$ cat src/rtl/if_axi_fetch_pkg.sv
// rtl/if_axi_fetch_pkg.sv - shared types and AXI constants for the IF-stage fetch master
`ifndef INST_NOP
`define INST_NOP 32'h0000_0013
`endif

package if_axi_fetch_pkg;

    typedef enum logic [1:0] {
        IDLE = 2'd0,
        ADDR = 2'd1,
        DATA = 2'd2,
        DONE = 2'd3
    } fetch_state_e;

    localparam logic [1:0]  BURST_INCR = 2'b01;
    localparam logic [2:0]  SIZE_4B    = 3'b010;
    localparam logic [1:0]  RESP_OKAY  = 2'b00;
    localparam logic [31:0] NOP_INSN   = `INST_NOP;

endpackage

$ cat src/rtl/if_axi_fetch.sv
// rtl/if_axi_fetch.sv - single-outstanding AXI4 read master feeding the IF/ID register
module if_axi_fetch
    import if_axi_fetch_pkg::fetch_state_e, if_axi_fetch_pkg::IDLE, if_axi_fetch_pkg::ADDR,
           if_axi_fetch_pkg::DATA, if_axi_fetch_pkg::DONE, if_axi_fetch_pkg::BURST_INCR,
           if_axi_fetch_pkg::SIZE_4B, if_axi_fetch_pkg::RESP_OKAY;
#(
    parameter int               ID_W     = 4,
    parameter logic [ID_W-1:0]  AR_ID    = '0,
    parameter logic [31:0]      NOP_INSN = if_axi_fetch_pkg::NOP_INSN
) (
    input  logic             clk_i,
    input  logic             rst_i,
    input  logic             fetch_req_i,
    input  logic [31:0]      fetch_pc_i,
    input  logic             flush_i,
    input  logic             hold_i,
    output logic [31:0]      insn_o,
    output logic             insn_valid_o,
    output logic             err_o,
    output logic             stall_axi_im_o,
    output logic [31:0]      araddr_o,
    output logic [ID_W-1:0]  arid_o,
    output logic [3:0]       arlen_o,
    output logic [2:0]       arsize_o,
    output logic [1:0]       arburst_o,
    output logic             arvalid_o,
    input  logic             arready_i,
    input  logic [ID_W-1:0]  rid_i,
    input  logic [31:0]      rdata_i,
    input  logic [1:0]       rresp_i,
    input  logic             rlast_i,
    input  logic             rvalid_i,
    output logic             rready_o
);

    fetch_state_e state;
    logic         drop;
    logic         r_hit;

    assign arid_o    = AR_ID;
    assign arlen_o   = 4'd0;
    assign arsize_o  = SIZE_4B;
    assign arburst_o = BURST_INCR;

    // Beats carrying a foreign id are accepted (rready stays high) but ignored.
    assign r_hit = rvalid_i && rlast_i && (rid_i == AR_ID);

    assign stall_axi_im_o = (fetch_req_i && state != DONE) || state == ADDR || state == DATA || drop;

    always_ff @(posedge clk_i) begin
        if (rst_i) begin
            state        <= IDLE;
            drop         <= 1'b0;
            arvalid_o    <= 1'b0;
            rready_o     <= 1'b0;
            araddr_o     <= 32'd0;
            insn_o       <= NOP_INSN;
            insn_valid_o <= 1'b0;
            err_o        <= 1'b0;
        end else begin
            case (state)
                IDLE: begin
                    if (flush_i) begin
                        insn_o <= NOP_INSN;
                    end else if (fetch_req_i) begin
                        araddr_o  <= fetch_pc_i;
                        arvalid_o <= 1'b1;
                        state     <= ADDR;
                    end
                end
                ADDR: begin
                    // AR cannot be withdrawn once raised; a flush only marks the reply for discard.
                    if (flush_i) begin
                        drop <= 1'b1;
                    end
                    if (arready_i) begin
                        arvalid_o <= 1'b0;
                        rready_o  <= 1'b1;
                        state     <= DATA;
                    end
                end
                DATA: begin
                    if (r_hit) begin
                        rready_o <= 1'b0;
                        if (drop || flush_i) begin
                            drop  <= 1'b0;
                            state <= IDLE;
                        end else begin
                            insn_o       <= (rresp_i == RESP_OKAY) ? rdata_i : NOP_INSN;
                            err_o        <= (rresp_i != RESP_OKAY);
                            insn_valid_o <= 1'b1;
                            state        <= DONE;
                        end
                    end else if (flush_i) begin
                        drop <= 1'b1;
                    end
                end
                DONE: begin
                    err_o <= 1'b0;
                    if (flush_i) begin
                        insn_o       <= NOP_INSN;
                        insn_valid_o <= 1'b0;
                        state        <= IDLE;
                    end else if (!hold_i) begin
                        insn_valid_o <= 1'b0;
                        state        <= IDLE;
                    end
                end
                default: state <= IDLE;
            endcase
        end
    end

endmodule

$ cat config.mk
export PLATFORM = sky130hd
export DESIGN_NAME = if_axi_fetch
export DESIGN_NICKNAME = d
export VERILOG_FILES = /design/src/rtl/if_axi_fetch_pkg.sv /design/src/rtl/if_axi_fetch.sv
export SDC_FILE = /design/constraint.sdc
export NUM_CORES = 1
export LEC_CHECK = 0
export CAP_MARGIN = 20
export CORE_MARGIN = 2
export CORE_UTILIZATION = 38
export CTS_CLUSTER_DIAMETER = 50
export DETAILED_ROUTE_END_ITERATION = 10
export PLACE_DENSITY_LB_ADDON = 0.08
export SYNTH_ARGS = -nofsm -noshare
export SYNTH_HDL_FRONTEND = slang
export SYNTH_SLANG_ARGS = --single-unit
$ cat constraint.sdc
create_clock -name clk_i -period 2.3 [get_ports clk_i]
set_clock_uncertainty 0.1 [all_clocks]
set_input_delay 0.345 -clock clk_i [delete_from_list [all_inputs] [get_ports clk_i]]
set_output_delay 0.345 -clock clk_i [all_outputs]
set_load 0.01 [all_outputs]
==> out/results.ini, run 1 <==
[clock_tree]
cts.sinks=71
cts_setup_buffers=0
clock_latency_ns=0.32
root_buffer=clkbuf_8
numCtsBuffers=9
clk_pin_slew_ns=0.07
clockBufferDepth=2
cts_tree=yes
htree_levels=3
hold_buffers=0
cts_resized=2

[synth]
synth_compound_area_share_pct=19.93
synth_top_family_by_area=compound AO/OA/AOI/OAI gates
synth_warnings=0
postSynthAreaPerCell_um2=9.206
synth.distinct_cells=38
synth_top_area_share_pct=52.16
synth_simple_gate_area_share_pct=16.48
synth_seq_area_share_pct=52.16
yosys.area.top_type=dfxtp_1
synth_area_leaders=dfxtp_1 (52%), nand2_1 (9.8%), a22o_1 (9.3%)
synth.mux.area_fraction_pct=0.4132
syn_inst=296
ys_ff_latch=71
synth_area_mm2=0.002725
synth_fa_ha_area_share_pct=1.837
synth_xor_area_share_pct=0

[global_route]
use_met2_pct=26.59
grt_first_pass_wirelength_um=10590
grt-ovfl-total=0
antenna_found_initial=0
grt_usage_pct=17.29
busiest_layer=met2
use_met3_pct=5.224
grt_max_degree=39
met1_usage_pct=22.78
grt_pass1_vias=2260

[critical_path]
crit_path_max_incr_delay_ns=0.37
critPathSlowestCell=dfxtp_2
path_cells=inv_1 > ha_1 > or3_1 > dlygate4sd2_1
crit_start=state[0]$_SDFFE_PP0P_
critical_path_class=flop to output port
endpoint_kind=output port
startpoint_type=flop
crit_fanout=5
critPathArrivalTime_ns=1.63
rr_startpoint=state[1]$_SDFFE_PP0P_
cp.required_ns=1.86

[min_path]
hp-start=insn_o[0]$_SDFFE_PP1P_
min_path_type=flop to flop

[floorplanning]
die_w_um=88.69
die_area_mm2=0.007865
core_area_mm2=0.006869
io_pins=160
die_y_um=88.69
initial_core_util_pct=39.67
floorplan.rows=30

[cells_and_area]
n_antenna_cell=0
drive_gt1_share_pct=6.306
final_common_cell=clkdlybuf4s50_1
final_util_pct=64.01
nets=523
layout_common_cells=clkdlybuf4s50_1 (145), nand2_1 (71), dfxtp_1 (70)
final_area_mm2=0.004397
area_delta_synth_final_pct=61.34

[route]
detail-route-antenna-nets=0
drt-total-wl_um=6894
wl_per_cell_um=12.77
drt-initial-drc-count=78
drt_pre_antenna_iters=4
route.vias.total=2488
viasPerCell=4.607
drc_errors=0

[placement]
gp_congestion=0.7790
dp_hpwl_um=5155
placement.io_buffers=146
dpl_cell_area_mm2=0.004233

[timing]
timing.fmax_mhz=482.1
fin_crit_sh_pct=90.19
timing.hold.ws_ns=0.3437
rsz0062_at_grt=no
min_period_ns=2.074
maxSlewViolCount=0
tns_ns=0
final-hold-violation-count=0
setup_viol=0

[pwr]
leakage_uw=0.001658
vdd_drop_max_uv=296.4
powerDensity_mw_per_mm2=701.2

[flow_run]
drv_cap=0

[run_status]
status=finished, final reports clean

-- final cells by class --
cell class	instances	area, µm²
Clock buffer	13	158.9
Timing Repair Buffer	153	1550
Tap cell	96	120.1
Clock inverter	1	5.005
Sequential cell	71	1423
Inverter	10	37.54
Multi-Input combinational cell	196	1102
Fill cell	606	2472
-- path summary, 6_finish.rpt --
path / endpoint / slack [ns] / cells after the start
max: stall_axi_im_o / 0.23 / 4
min: insn_o[0]$_SDFFE_PP1P_ / 0.34 / 2
max reg2reg: insn_o[2]$_SDFFE_PP0P_ / 0.34 / 5
min reg2reg: insn_o[0]$_SDFFE_PP1P_ / 0.34 / 2
-- sequential cells by signal, indices dropped and copies added, names as in the netlist --
register,cells
state,2
arvalid_o,1
insn_o,32
err_o,1
drop,1
rready_o,1
insn_valid_o,1
araddr_o,32
-- metal layers --
| metal | vias to the layer above | share of wire (%) | wire (µm) |
|---|---|---|---|
| met3 | 6 | 9.2 | 637 |
| met1 | 1102 | 44 | 3064 |
| met5 | - | 0 | 0 |
| li1 | 1280 | - | - |
| met4 | 0 | 1.1 | 77 |
| met2 | 100 | 45 | 3114 |
-- cell families after synthesis --
| logic type | Yosys count |
|---|---|
| flops | 71 |
| buf+inv | 40 |
| fa+ha+maj | 4 |
| other cells | 2 |
| simple gates | 97 |
| compound gates | 81 |
| mux | 1 |
-- synthesized netlist by cell type --
master	count
conb_1	2
and4bb_2	1
buf_4	13
inv_1	9
nand2_1	71
dfxtp_1	71
nor2b_1	2
nand2b_1	1
clkbuf_1	4
buf_6	5
nor4_1	3
o311a_1	2
a21oi_1	40
buf_1	3
o21ai_0	3
o31ai_1	1
o211ai_1	1
nand3_1	3
a21oi_2	1
nand3b_1	1
nand3_4	1
a31oi_1	1
ha_1	4
o21bai_1	1
inv_2	1
o21a_1	1
nor3b_2	1
and2_1	1
buf_2	5
or4_1	1
or3_1	2
a32oi_1	1
mux2_2	1
nor2_2	1
nor2_1	5
nand4_1	2
a22o_1	29
nor3_4	1
-- where the power goes --
group          switching [µW]  internal, µW
Clock                     403           438
Combinational             421           430
Sequential               62.5          1330
Total                     887          2200
-- through the flow --
step / power, µW / std cells / worst slack, ns
floorplan: 1882 / 307 / 0.4400
finish: 3083 / 540 / 0.2257
CTS: 3125 / 540 / 0.2053
global route: 3280 / 540 / 0.1288
global placement: 2263 / 526 / 0.1598
detailed placement: 2275 / 526 / 0.1655
-- critical path: cells and delay by family (launching register included) --
kind / cells / cell delay, ns
buf+inv: 2 / 0.39
flops: 1 / 0.37
simple gates: 1 / 0.34
fa+ha+maj: 1 / 0.21
Power figures use the tool's default switching activity.
==> run 2, diff against run 1 <==
Settings changed: CORE_MARGIN 2 to unset.
==> out/results.ini, run 2 (synthesized netlist as in run 1, its figures left out) <==
[run_status]
status=finished, final reports clean

[critical_path]
endpoint_kind=output port
crit_fanout=5
critPathTopFamily=buffers and inverters
rr_startpoint=state[1]$_SDFFE_PP0P_
ff2ff_path_depth=5
r2r-end=insn_o[24]$_SDFFE_PP0P_
critPathSlowestCell=dfxtp_2
startpoint_type=flop
path_buf_inv=2
path_cells=inv_1 > ha_1 > or3_1 > dlygate4sd2_1
critical_path_class=flop to output port
crit_path_max_incr_delay_ns=0.37
critPathArrivalTime_ns=1.66
r2r_slack_ns=0.32
cp.required_ns=1.86
crit_start=state[0]$_SDFFE_PP0P_

[route]
drt_pre_antenna_iters=4
detail-route-antenna-nets=0
viasPerCell=4.653
wl_per_cell_um=12.63
drt-initial-drc-count=71
route.vias.total=2531
drc_errors=0
drt-total-wl_um=6872

[clock_tree]
htree_levels=3
numCtsBuffers=9
clockBufferDepth=2
clk_pin_slew_ns=0.08
hold_buffers=0
cts_tree=yes
root_buffer=clkbuf_8
cts.sinks=71
clock_latency_ns=0.33

[min_path]
hp-start=insn_o[1]$_SDFFE_PP1P_
worstHoldPathCells=2
min_to=insn_o[1]$_SDFFE_PP1P_
min_path_type=flop to flop

[pwr]
fin_total_pwr_uw=3467
leakage_uw=0.001709
powerDensity_mw_per_mm2=772.1
clkPwrFrac_pct=35.7
p_switching_uw=941.0
vdd_drop_max_uv=424.1
seqPwrFrac_pct=40.1
power_switching_share_pct=27.14
p_int_uw=2526
comb_power_share_pct=24.2

[cells_and_area]
nets=525
instances_no_fill=544
area_delta_synth_final_pct=64.78
drive_gt1_share_pct=7.589
final_common_cell=clkdlybuf4s50_1
layout_common_cells=clkdlybuf4s50_1 (145), nand2_1 (71), dfxtp_1 (70)
n_antenna_cell=0
final_util_pct=65.37
top_regs=araddr_o (32), insn_o (32), state (2)

[placement]
placement.io_buffers=146
placed_cells=528
dp_hpwl_um=4923
gp_congestion=0.7784

[global_route]
use_met3_pct=5.619
grt_max_degree=39
grt_pass1_vias=2295
grt-ovfl-total=0
grt_usage_pct=18.35
antenna_found_initial=0
met1_usage_pct=22.35
busiest_layer=met2
use_met2_pct=29.65
grt_first_pass_wirelength_um=10720

[floorplanning]
floorplan.rows=30
die_w_um=86.69
initial_core_util_pct=39.67
die_area_mm2=0.007514
core_area_mm2=0.006869
io_pins=160
die_y_um=86.69

[timing]
rsz0062_at_grt=no
min_period_ns=2.108
final-hold-violation-count=0
timing.fmax_mhz=474.4
setup_viol=0
tns_ns=0
fin_crit_sh_pct=91.65
maxSlewViolCount=0

[flow_run]
drv_cap=0

## run 2: cell count changes in the layout (fill, tap and decap cells not counted), sizes merged
| cell | before | now |
|---|---|---|
| buf | 7 | 9 |
| bufinv | 0 | 3 |
| clkbuf | 13 | 11 |
| clkinv | 1 | 2 |
## run 2: worst max-delay path by stage
stage	slack, ns	cells after the start	end
final	0.19	4	stall_axi_im_o
after global routing	0.10	4	stall_axi_im_o
after CTS	0.17	4	stall_axi_im_o
after detailed placement	0.16	5	stall_axi_im_o
after global placement	0.14	5	stall_axi_im_o
after floorplan	0.44	5	insn_o[15]$_SDFFE_PP0P_
## run 2: through the flow
stage                     setup slack [ns]  hold slack (ns)  instance area, µm²
after CTS                           0.1704           0.3561                4491
after global routing                0.1032           0.3674                4491
after global placement              0.1413           0.3337                4235
after detailed placement            0.1566           0.3445                4235
final                               0.1921           0.3493                4491
after floorplan                     0.4400           0.3696                2766
## run 2: per-layer routing
| layer | share of wire [%] | up-vias | routed length (µm) |
|---|---|---|---|
| met2 | 46 | 102 | 3171 |
| li1 | - | 1281 | - |
| met5 | 0 | - | 0 |
| met1 | 44 | 1134 | 3048 |
| met4 | 1.9 | 0 | 133 |
| met3 | 7.5 | 14 | 518 |
## run 2: power groups by stage
stage | clock network, µW | logic, µW | registers, µW
3_3_place_gp | 0 | 837 | 1410
6_report | 1240 | 840 | 1390
5_1_grt | 1320 | 931 | 1400
4_1_cts | 1270 | 848 | 1390
3_5_place_dp | 0 | 851 | 1420
2_1_floorplan | 0 | 438 | 1440
## run 2: layout make-up
type / count / area [µm²]
Fill cell: 587 / 2379
Timing Repair Buffer: 155 / 1553
Tap cell: 96 / 120.1
Clock inverter: 5 / 103.9
Inverter: 10 / 37.54
Sequential cell: 71 / 1423
Multi-Input combinational cell: 196 / 1102
Clock buffer: 11 / 151.4
## run 2: repair_timing
action / in CTS / in global routing
hold endpoints to repair: 0 / 0
setup buffers: 0 / 0
gates resized for setup: 2 / 0
endpoints found under the setup margin: 1 / 0
## run 2: worst reg2reg max path: cells and delay by family, from the launching register on
kind            cells  cell delay [ns]
compound gates      2             0.66
flops               1             0.42
buf+inv             2             0.30
fa+ha+maj           1             0.39
==> run 3, diff against run 2 <==
Settings changed: CORE_MARGIN set to 10.
==> out/results.ini, run 3 (synthesized netlist as in run 1, its figures left out) <==
[clock_tree]
htree_levels=3
clock_latency_ns=0.33
root_buffer=clkbuf_8
cts_tree=yes
hold_buffers=0
clk_pin_slew_ns=0.07
clockBufferDepth=2
numCtsBuffers=9
cts.sinks=71

[critical_path]
critPathArrivalTime_ns=1.67
critical_path_class=flop to output port
cp.required_ns=1.86
crit_fanout=5
r2r_slack_ns=0.31
r2r-end=insn_o[26]$_SDFFE_PP0P_
ff2ff_path_depth=5
rr_startpoint=state[1]$_SDFFE_PP0P_
endpoint_kind=output port
startpoint_type=flop

[cells_and_area]
seqCellArea_mm2=0.001423
area_delta_synth_final_pct=62.12
n_antenna_cell=0
top_regs=araddr_o (32), insn_o (32), state (2)
n_fill_cell=606
final_common_cell=clkdlybuf4s50_1
layout_common_cells=clkdlybuf4s50_1 (145), nand2_1 (71), dfxtp_1 (70)
instances_no_fill=543
drive_gt1_share_pct=6.935
nets=524
multi_input_area_mm2=0.001102

[run_status]
status=finished, final reports clean

[placement]
gp_congestion=0.7888
placement.io_buffers=146
pre_cts_ws_ns=0.1676
placed_cells=527
dp_hpwl_um=6558

[global_route]
antenna_found_initial=0
grt_first_pass_wirelength_um=13350
grt_pass1_vias=2548
grt_max_degree=39
grt-ovfl-total=0
grt_usage_pct=14.90

[timing]
maxSlewViolCount=0
finalWorstSetupSlack_ns=0.1892
rsz0062_at_grt=no
fin_crit_sh_pct=91.78
min_period_ns=2.111
timing.fmax_mhz=473.7
setup_viol=0
tns_ns=0
final-hold-violation-count=0

[floorplanning]
die_area_mm2=0.01096
core_area_mm2=0.006869
floorplan.rows=30
die_y_um=104.7
die_w_um=104.7
initial_core_util_pct=39.67
io_pins=160

[route]
drt-initial-drc-count=131
viasPerCell=4.713
route.vias.total=2559
drt_pre_antenna_iters=4
drt-total-wl_um=8493
detail-route-antenna-nets=0
wl_per_cell_um=15.64
drc_errors=0

[pwr]
vdd_drop_max_uv=440.8
powerDensity_mw_per_mm2=726.1
leakage_uw=0.001675

[min_path]
worstHoldPathCells=2
min_path_type=flop to flop
min_to=insn_o[1]$_SDFFE_PP1P_
hp-start=insn_o[1]$_SDFFE_PP1P_

[flow_run]
drv_cap=0

==> run 3: cell count changes in the layout (fill, tap and decap cells not counted) <==
cell / delta
buf_4: -1
bufinv_16: -2
clkbuf_1: +2
clkbuf_8: -1
clkinv_2: +2
clkinv_4: -1
==> run 3: metal layers <==
layer	part of all wire (%)	global-route usage, %	wire length (µm)
met4	1.1	5.098	95
met5	0	0	0
met1	41	16.56	3504
met3	9.7	7.617	825
met2	48	24.13	4067
==> run 3: repair_timing <==
item,in CTS,in global routing
setup endpoints to repair,1,0
setup buffers,0,0
gates resized for setup,2,0
==> run 3: critical path, stage by stage (launching register included) <==
cell and delay, ns:
dfxtp_2 0.38, inv_1 0.10, ha_1 0.22, or3_1 0.34, dlygate4sd2_1 0.29
==> run 3: layout make-up <==
cell class | instances | area share (%)
multi-input cells | 196 | 24.95
repair buffers | 154 | 34.98
inverters | 10 | 0.8496
flip-flops and latches | 71 | 32.20
well taps | 96 | 2.719
clock buffers | 12 | 3.285
clock inverters | 4 | 1.020
==> run 3: through the flow <==
| step | hold WS [ns] | area, µm² | power (µW) | util, % |
|---|---|---|---|---|
| final | 0.3457 | 4418 | 3208 | 64.32 |
| after CTS | 0.3468 | 4418 | 3248 | 64.32 |
| after floorplan | 0.3696 | 2766 | 1882 | - |
| after detailed placement | 0.3359 | 4228 | 2286 | 61.55 |
| after global placement | 0.3362 | 4228 | 2268 | 61.55 |
| after global routing | 0.3762 | 4418 | 3386 | 64.32 |
==> run 3: how the worst max path moves through the flow <==
stage                                from                 endpoint  slack (ns)  cells after the start
floorplan           state[0]$_SDFFE_PP0P_  insn_o[15]$_SDFFE_PP0P_        0.44                      5
global placement              fetch_req_i           stall_axi_im_o        0.17                      5
detailed placement                flush_i   arvalid_o$_SDFFE_PP0P_        0.17                      7
CTS                 state[0]$_SDFFE_PP0P_           stall_axi_im_o        0.16                      4
global route        state[0]$_SDFFE_PP0P_           stall_axi_im_o        0.07                      4
finish              state[0]$_SDFFE_PP0P_           stall_axi_im_o        0.19                      4
==> run 3: where the power goes <==
part / total [µW] / internal, µW / switching [µW]
Combinational: 855 / 421 / 434
Sequential: 1390 / 1330 / 66.7
Clock: 959 / 526 / 433
Total: 3210 / 2270 / 933
